<file path="src/rtl/shift_rotate_pkg.sv">
// Shared encodings and the single-step shift/rotate function for shift_rotate_unit.
// The step function works on a fixed maximum-width word; callers pass their MSB index.
package shift_rotate_pkg;

    localparam int STEP_MAX_W = 64;
    localparam int STEP_IDX_W = 6;

    typedef enum logic [1:0] {
        ROR = 2'b00,
        ROL = 2'b01,
        SHR = 2'b10,
        SHL = 2'b11
    } mode_e;

    typedef enum logic [1:0] {
        IDLE = 2'b00,
        RUN  = 2'b01,
        DONE = 2'b10
    } state_e;

    // Returns {ser_out, next_data}; bits above msb are forced to zero.
    function automatic logic [STEP_MAX_W:0] step_word(
        input logic [STEP_MAX_W-1:0] d,
        input logic [STEP_IDX_W-1:0] msb,
        input mode_e                 mode,
        input logic                  ser_in
    );
        logic [STEP_MAX_W-1:0] mask;
        logic [STEP_MAX_W-1:0] dm;
        logic [STEP_MAX_W-1:0] nd;
        logic                  so;
        mask = {STEP_MAX_W{1'b1}} >> (STEP_IDX_W'(STEP_MAX_W - 1) - msb);
        dm   = d & mask;
        nd   = dm;
        so   = 1'b0;
        case (mode)
            ROR: begin nd = dm >> 1;          nd[msb] = dm[0];  so = dm[0];   end
            ROL: begin nd = (dm << 1) & mask; nd[0]   = dm[msb]; so = dm[msb]; end
            SHR: begin nd = dm >> 1;          nd[msb] = ser_in; so = dm[0];   end
            SHL: begin nd = (dm << 1) & mask; nd[0]   = ser_in; so = dm[msb]; end
            default: ;
        endcase
        return {so, nd};
    endfunction

endpackage

</file>
<file path="src/rtl/shift_rotate_unit.sv">
// Multi-step shift/rotate register: load a word, then rotate or shift it one bit
// per clock for a captured step count, reporting progress on busy and done.
module shift_rotate_unit
    import shift_rotate_pkg::*;
#(
    parameter int WIDTH = 10,
    parameter int AMT_W = 4
) (
    input  logic             clk,
    input  logic             rst_n,
    input  logic             load,
    input  logic [WIDTH-1:0] load_data,
    input  logic             start,
    input  logic [1:0]       mode,
    input  logic [AMT_W-1:0] amount,
    input  logic             ser_in,
    output logic [WIDTH-1:0] data_out,
    output logic             ser_out,
    output logic             busy,
    output logic             done
);

    state_e                state;
    mode_e                 mode_q;
    logic [AMT_W-1:0]      remaining;
    logic                  zero_pend;
    logic [WIDTH-1:0]      data_q;
    logic                  ser_q;
    logic                  busy_q;
    logic                  done_q;
    logic [STEP_MAX_W:0]   step_r;

    // WIDTH must not exceed STEP_MAX_W; the step is computed on a zero-extended word.
    always_comb begin
        step_r = step_word(STEP_MAX_W'(data_q), STEP_IDX_W'(WIDTH - 1), mode_q, ser_in);
    end

    always_ff @(posedge clk or negedge rst_n) begin
        if (!rst_n) begin
            state     <= IDLE;
            mode_q    <= ROR;
            remaining <= '0;
            zero_pend <= 1'b0;
            data_q    <= '0;
            ser_q     <= 1'b0;
            busy_q    <= 1'b0;
            done_q    <= 1'b0;
        end else begin
            case (state)
                IDLE: begin
                    done_q <= 1'b0;
                    if (load) begin
                        data_q <= load_data;
                    end else if (start) begin
                        mode_q    <= mode_e'(mode);
                        remaining <= amount;
                        if (amount == '0) begin
                            state     <= DONE;
                            zero_pend <= 1'b1;
                        end else begin
                            state  <= RUN;
                            busy_q <= 1'b1;
                        end
                    end
                end
                RUN: begin
                    data_q    <= step_r[WIDTH-1:0];
                    ser_q     <= step_r[STEP_MAX_W];
                    remaining <= remaining - 1'b1;
                    if (remaining == AMT_W'(1)) begin
                        state  <= DONE;
                        busy_q <= 1'b0;
                        done_q <= 1'b1;
                    end
                end
                DONE: begin
                    // A zero-step start spends one extra cycle here so done lands one edge later.
                    if (zero_pend) begin
                        zero_pend <= 1'b0;
                        done_q    <= 1'b1;
                    end else begin
                        done_q <= 1'b0;
                        state  <= IDLE;
                    end
                end
                default: state <= IDLE;
            endcase
        end
    end

    assign data_out = data_q;
    assign ser_out  = ser_q;
    assign busy     = busy_q;
    assign done     = done_q;

endmodule

</file>
<file path="config.mk">
export PLATFORM = sky130hd
export DESIGN_NAME = shift_rotate_unit
export DESIGN_NICKNAME = d
export VERILOG_FILES = /design/src/rtl/shift_rotate_pkg.sv /design/src/rtl/shift_rotate_unit.sv
export SDC_FILE = /design/constraint.sdc
export NUM_CORES = 1
export LEC_CHECK = 0
export ABC_AREA = 1
export CELL_PAD_IN_SITES_DETAIL_PLACEMENT = 1
export CELL_PAD_IN_SITES_GLOBAL_PLACEMENT = 2
export CORE_UTILIZATION = 30
export DETAILED_ROUTE_END_ITERATION = 8
export GPL_TIMING_DRIVEN = 1
export PLACE_DENSITY = 0.84
export SLEW_MARGIN = 20
export SYNTH_ARGS = -nofsm -noshare
export SYNTH_HDL_FRONTEND = slang
export SYNTH_SLANG_ARGS = --single-unit
</file>
<file path="constraint.sdc">
create_clock -name clk -period 2.45 [get_ports clk]
set_input_delay 0.49 -clock clk [delete_from_list [all_inputs] [get_ports clk]]
set_output_delay 0.49 -clock clk [all_outputs]
set_load 0.05 [all_outputs]
</file>
==> results of run 1 <==
## final timing paths
path / startpoint / end / slack [ns] / depth (start not counted)
setup / recovery: data_out[0]$_DFFE_PN0P_ / data_out[0] / 0.42 / 1
hold / removal: done$_DFFE_PN0P_ / done$_DFFE_PN0P_ / 0.49 / 2
setup reg to reg: state[1]$_DFFE_PN0P_ / data_out[1]$_DFFE_PN0P_ / 0.67 / 8
hold reg to reg: done$_DFFE_PN0P_ / done$_DFFE_PN0P_ / 0.49 / 2
max in group asynchronous: rst_n / remaining[0]$_DFFE_PN0P_ / 1.64 / 2
min in group asynchronous: rst_n / done$_DFFE_PN0P_ / 0.57 / 2
## area by class of cell
type	instances	area, um^2
clock buffers	4	55.1
fillers	558	2630
inverters	23	93.8
multi-input cells	138	766
flip-flops and latches	22	551
well taps	52	65.1
repair buffers	35	345
## cells in the mapped netlist
cell	instances	area [um^2]
o21ai_0	9	45.0
nand3b_4	1	20.0
a21oi_1	8	40.0
a22oi_1	1	7.51
inv_8	1	11.3
buf_2	1	5.00
nand3_2	1	10.0
nand2_4	2	22.5
nand2_1	49	184
inv_2	4	15.0
ha_1	6	75.1
inv_1	18	67.6
nand4_1	1	6.26
a21oi_2	16	140
o211ai_1	2	15.0
dfrtp_1	22	551
clkbuf_8	2	27.5
buf_6	1	11.3
a21boi_1	1	7.51
nand2_8	1	20.0
nand2_2	1	6.26
nor2_1	24	90.1
nand3_1	14	70.1
nor2_2	1	6.26
## layer usage
layer	vias to the layer above	wire (um)	share of wire [%]	global-route usage, %
met3	2	112	2.9	3.09
met1	642	1840	47	23.0
met4	0	34	0.87	3.92
met5	-	0	0	0
li1	669	-	-	-
met2	22	1940	49	28.5
## state kept, by name (all words and copies together), names as in the netlist
| register | flops |
|---|---|
| zero_pend | 1 |
| done | 1 |
| remaining | 4 |
| ser_out | 1 |
| busy | 1 |
| data_out | 10 |
| state | 2 |
| mode_q | 2 |
## report_power, final
| group | internal, uW | switching (uW) | total [uW] | leakage (uW) |
|---|---|---|---|---|
| registers | 542 | 171 | 713 | 0.000257 |
| logic | 592 | 1190 | 1780 | 0.000588 |
| clock network | 143 | 124 | 267 | 0.0000288 |
## metrics by stage
stage | instance area [um^2] | setup WS (ns) | instances | utilization, %
2_1_floorplan | 1450 | 1.05 | 187 | -
3_3_place_gp | 1820 | 0.715 | 270 | 40.4
3_5_place_dp | 1820 | 0.671 | 270 | 40.4
4_1_cts | 1880 | 0.405 | 274 | 41.6
5_1_grt | 1880 | 0.346 | 274 | 41.6
6_report | 1880 | 0.417 | 274 | 41.6
## logic make-up (layout without fill, tap and decap cells)
kind of cell,count (synthesis),in the layout
simple gates,95,95
compound gates,37,37
buf+inv,27,62
flops,22,22
fa+ha+maj,6,6
==> summary.md, run 1 <==
| Metric | Value |
|---|---|
| Final TNS setup | `0 ns` |
| Worst-Margin Slew | `0.502 ns` |
| Required time worst endpoint | `about 2 ns` |
| ANT nets after route | `0` |
| Synth Area in Adders | `5.16%` |
| DRT Pass-1 Iters | `4` |
| Crit path max-delay family | `buffers and inverters` |
| Drt wl/cell | `14.3 um` |
| Minimum clock period | `2.03 ns` |
| Max clock buf depth | `2` |
| Net Count, Synth | `214` |
| Most frequent cells in the layout | `nand2_1 (49), clkdlybuf4s50_1 (33), nor2_1 (24)` |
| Max IR drop VDD | `0.414 mV` |
| I/O Buffers | `33` |
| H-tree lvl count | `1` |
| YS warnings | `0` |
| Post-DR vias/cell | `4.87` |
| Hold/Removal Path Class | `reg -> reg` |
| Crit path max fanout | `5` |
| CP peak stage delay | `0.84 ns` |
| Final setup fails | `0` |
| Simple-Gate Fraction of Synth Area | `29.9%` |
| Leak | `0.000874 uW` |
| Most common cell after layout, fill and taps aside | `nand2_1` |
| Synth Area in XOR/XNOR | `0%` |
| Fmax | `0.492 GHz` |
| Worst hold slack | `0.494 ns` |
| Area Growth Syn to Fin | `29.0%` |
| Post-cts sizing count | `0` |
| Critical-path cell list | `clkdlybuf4s50_1` |
| IO Count | `34` |
| Ant. Diodes | `0` |
| Slowest CP cell | `clkdlybuf4s50_1` |
| Die Span Y | `~70 um` |
| Final period util | `83.0%` |
| Hold buffer count at CTS | `0` |
| Worst skew pair latency | `0.26 ns` |
| Core Footprint | `4500 um^2` |
| CTS Root Cell | `clkbuf_8` |
| Crit start category | `register` |
| Mux contribution to synthesized area | `0%` |
| Vias in the first global route | `between 1,000 and 1,500` |
| Vias | `~1,300` |
| Die area | `5130 um^2` |
| Share of cells above drive strength 1 | `15.3%` |
| Max Cap Viol | `0` |
| CTS tree | `yes` |
| Post-Syn Instances | `about 190` |
| RSZ-0062 raised after global routing | `no` |
| Clock Skew | `0.00281 ns` |
| Final HPWL DP | `3020 um` |
| Status | `finished clean` |
| Final hold vios | `0` |
| Fin. max-slew vios | `0` |
| Worst relative slew slack | `66.4%` |
| Main combinational cell family by area after synthesis | `simple AND/OR/NAND/NOR gates` |
| Post-synthesis sequential area ratio | `37.9%` |
| Synth Area in Compound Gates | `~18%` |
| Total grt overflow | `0` |
| Global-route wire length before repair | `6820 um` |
| CP Capture Type | `primary output` |
| Worst-path clk slew | `~0.080 ns` |
| Post-CTS Setup Repair Bufs | `0` |
| WP buf/inv | `1` |
| DRT iter0 DRCs | `69` |
| Wirelength, routed | `3930 um` |
| Gr usage total | `17.1%` |
| Die W | `71.6 um` |
| GP Congestion | `0.751` |
| Largest net degree at the start of global routing | `23` |
| Yosys cell types | `24` |
| TritonCTS buffer count | `3` |
| DRC viols | `0` |
| FF+latch count, synth | `22` |
| Pwr Total | `2760 uW` |
| Syn avg cell area | `7.77 um^2` |
| Setup CP Type | `reg -> out` |
| CTS Sinks | `22` |
| Post-Syn Area | `1450 um^2` |
| Initial antenna violation count | `0` |
| Cell Rows | `24` |
| Final #Nets | `250` |
| Power density over cell area | `1470 nW/um^2` |
| Initial core utilization | `32.3%` |
| WP data arrival | `1.54 ns` |
Power figures use the tool's default switching activity.
==> run 2, diff against run 1 <==
- CORE_UTILIZATION: 30 -> 28
- PLACE_DENSITY: 0.84 -> 0.79
- clock period: 2.45 -> 2 ns (I/O delays scaled with it)
==> summary.md, run 2 (same netlist as run 1, synthesis figures left out) <==
| Metric | Value |
|---|---|
| Crit path max-delay family | `buffers and inverters` |
| Hold buffer count at CTS | `0 (unchanged)` |
| Max IR drop VDD | `0.767 mV (+85%)` |
| TritonCTS buffer count | `3 (unchanged)` |
| Clock Skew | `0.00366 ns (+0.000846 ns)` |
| Gr usage total | `15.5% (-1.6 points)` |
| RSZ-0062 raised after global routing | `no` |
| WP buf/inv | `1 (unchanged)` |
| Vias in the first global route | `1,357 (-4.0%)` |
| Final TNS setup | `0 ns (unchanged)` |
| Die Span Y | `74.1 um (+3.4%)` |
| Global-route wire length before repair | `6390 um (-6.3%)` |
| FF-to-FF path depth | `8 (unchanged)` |
| Largest register FFs | `10 (unchanged)` |
| Post-CTS Setup Repair Bufs | `0 (unchanged)` |
| Critical-path cell list | `clkdlybuf4s50_1` |
| Setup CP Type | `reg -> out` |
| Share of cells above drive strength 1 | `16.1% (+0.83 points)` |
| Die W | `74.1 um (+3.4%)` |
| Final setup fails | `0 (unchanged)` |
| ANT nets after route | `0 (unchanged)` |
| Initial antenna violation count | `0 (unchanged)` |
| Fmax | `0.522 GHz` |
| Hold/Removal Path Class | `in -> async` |
| Max clock buf depth | `2 (unchanged)` |
| IO Count | `34 (unchanged)` |
| Worst-Margin Slew | `0.503 ns (+0.00108 ns)` |
| Leak | `0.000880 uW (+0.66%)` |
| Fin. max-slew vios | `0 (unchanged)` |
| Total grt overflow | `0 (unchanged)` |
| Filler cell count | `588 (+5.4%)` |
| CTS Root Cell | `clkbuf_8` |
| Vias | `1,306 (-2.2%)` |
| CP peak stage delay | `0.83 ns (about the same)` |
| Final cell count without fillers | `290 (+5.8%)` |
| DRT iter0 DRCs | `51 (-26%)` |
| Most common cell after layout, fill and taps aside | `nand2_1` |
| CTS Sinks | `22 (unchanged)` |
| DRC viols | `0 (unchanged)` |
| Cell Rows | `25 (+4.2%)` |
| GP Congestion | `0.743 (-1.1%)` |
| Final hold vios | `0 (unchanged)` |
| DRT Pass-1 Iters | `4 (unchanged)` |
| Area Growth Syn to Fin | `30.6%` |
| H-tree lvl count | `1 (unchanged)` |
| CP Capture Type | `primary output` |
| Largest net degree at the start of global routing | `23 (unchanged)` |
| Ant. Diodes | `0 (unchanged)` |
| Required time worst endpoint | `1.60 ns (-0.36 ns)` |
| Power density over cell area | `1760 nW/um^2 (+20%)` |
| Placement Setup Slack | `0.381 ns (-0.290 ns)` |
| Slowest CP cell | `clkdlybuf4s50_1` |
| Placed insts | `286 (+5.9%)` |
| Drt wl/cell | `12.5 um (-13%)` |
| Number of cells on the critical path | `1 (unchanged)` |
| Minimum clock period | `1.92 ns` |
| WP data arrival | `1.52 ns (-0.02 ns)` |
| Die area | `5480 um^2 (+6.9%)` |
| Initial core utilization | `30.0% (-2.3 points)` |
| I/O Buffers | `33 (unchanged)` |
| Most frequent cells in the layout | `nand2_1 (49), clkdlybuf4s50_1 (32), nor2_1 (24)` |
| Crit path max fanout | `5 (unchanged)` |
| Status | `finished clean` |
| Post-cts sizing count | `0 (unchanged)` |
| Worst-path clk slew | `0.08 ns (about the same)` |
| CTS tree | `yes` |
| Post-DR vias/cell | `4.50 (-7.6%)` |
| Core Footprint | `4850 um^2 (+7.6%)` |
| Final WS setup | `0.0842 ns (-0.333 ns)` |
| Worst skew pair latency | `0.26 ns (about the same)` |
| Final HPWL DP | `2830 um (-6.1%)` |
| Wirelength, routed | `3630 um (-7.5%)` |
| Final #Nets | `251 (+0.40%)` |
| Max Cap Viol | `0 (unchanged)` |
| Worst relative slew slack | `66.4% (-0.072 points)` |
| Final period util | `95.8%` |
| Crit start category | `register` |
[run 2: path summary, 6_finish.rpt]
path / startpoint / end / slack, ns
worst min-delay path: rst_n / state[1]$_DFFE_PN0P_ / 0.49
worst min register to register: busy$_DFFE_PN0P_ / busy$_DFFE_PN0P_ / 0.49
min in group clk: busy$_DFFE_PN0P_ / busy$_DFFE_PN0P_ / 0.49
max in group asynchronous: rst_n / data_out[4]$_DFFE_PN0P_ / 1.27
worst max-delay path: data_out[9]$_DFFE_PN0P_ / data_out[9] / 0.08
worst max register to register: state[0]$_DFFE_PN0P_ / busy$_DFFE_PN0P_ / 0.43
[run 2: layout make-up]
class	count	area, um^2	area share (%)
Clock buffer	4	55.1	2.90
Inverter	23	93.8	4.94
Multi-Input combinational cell	138	766	40.3
Sequential cell	22	551	29.0
Tap cell	67	83.8	4.41
Timing Repair Buffer	36	350	18.4
[run 2: report_power, final]
group          switching (uW)  internal, uW
clock network             146           175
registers                 203           664
logic                    1420           734
[run 2: layer usage]
metal / vias up / part of all wire (%) / track usage, %
li1: 669 / - / -
met1: 605 / 49 / 21.2
met2: 30 / 46 / 24.7
met3: 2 / 4.4 / 3.39
met4: 0 / 0.85 / 3.85
met5: - / 0 / 0
[run 2: metrics by stage]
stage                     cell area, um^2  util [%]  power, uW  hold WS, ns
after global placement               1840      38.0       3040        0.471
after detailed placement             1840      38.0       3080        0.467
after CTS                            1900      39.2       3420        0.498
after floorplan                      1450         -       2490        0.104
after global routing                 1900      39.2       3680        0.519
final                                1900      39.2       3350        0.485
[run 2: worst reg2reg max path: cells and delay by family, from the launching register on]
kind / cells / cell delay [ns]
AND/OR/NAND/NOR: 5 / 0.46
buffers and inverters: 1 / 0.08
flip-flops: 1 / 0.41
adder cells (fa/ha/maj): 1 / 0.31
AO/OA/AOI/OAI: 1 / 0.21
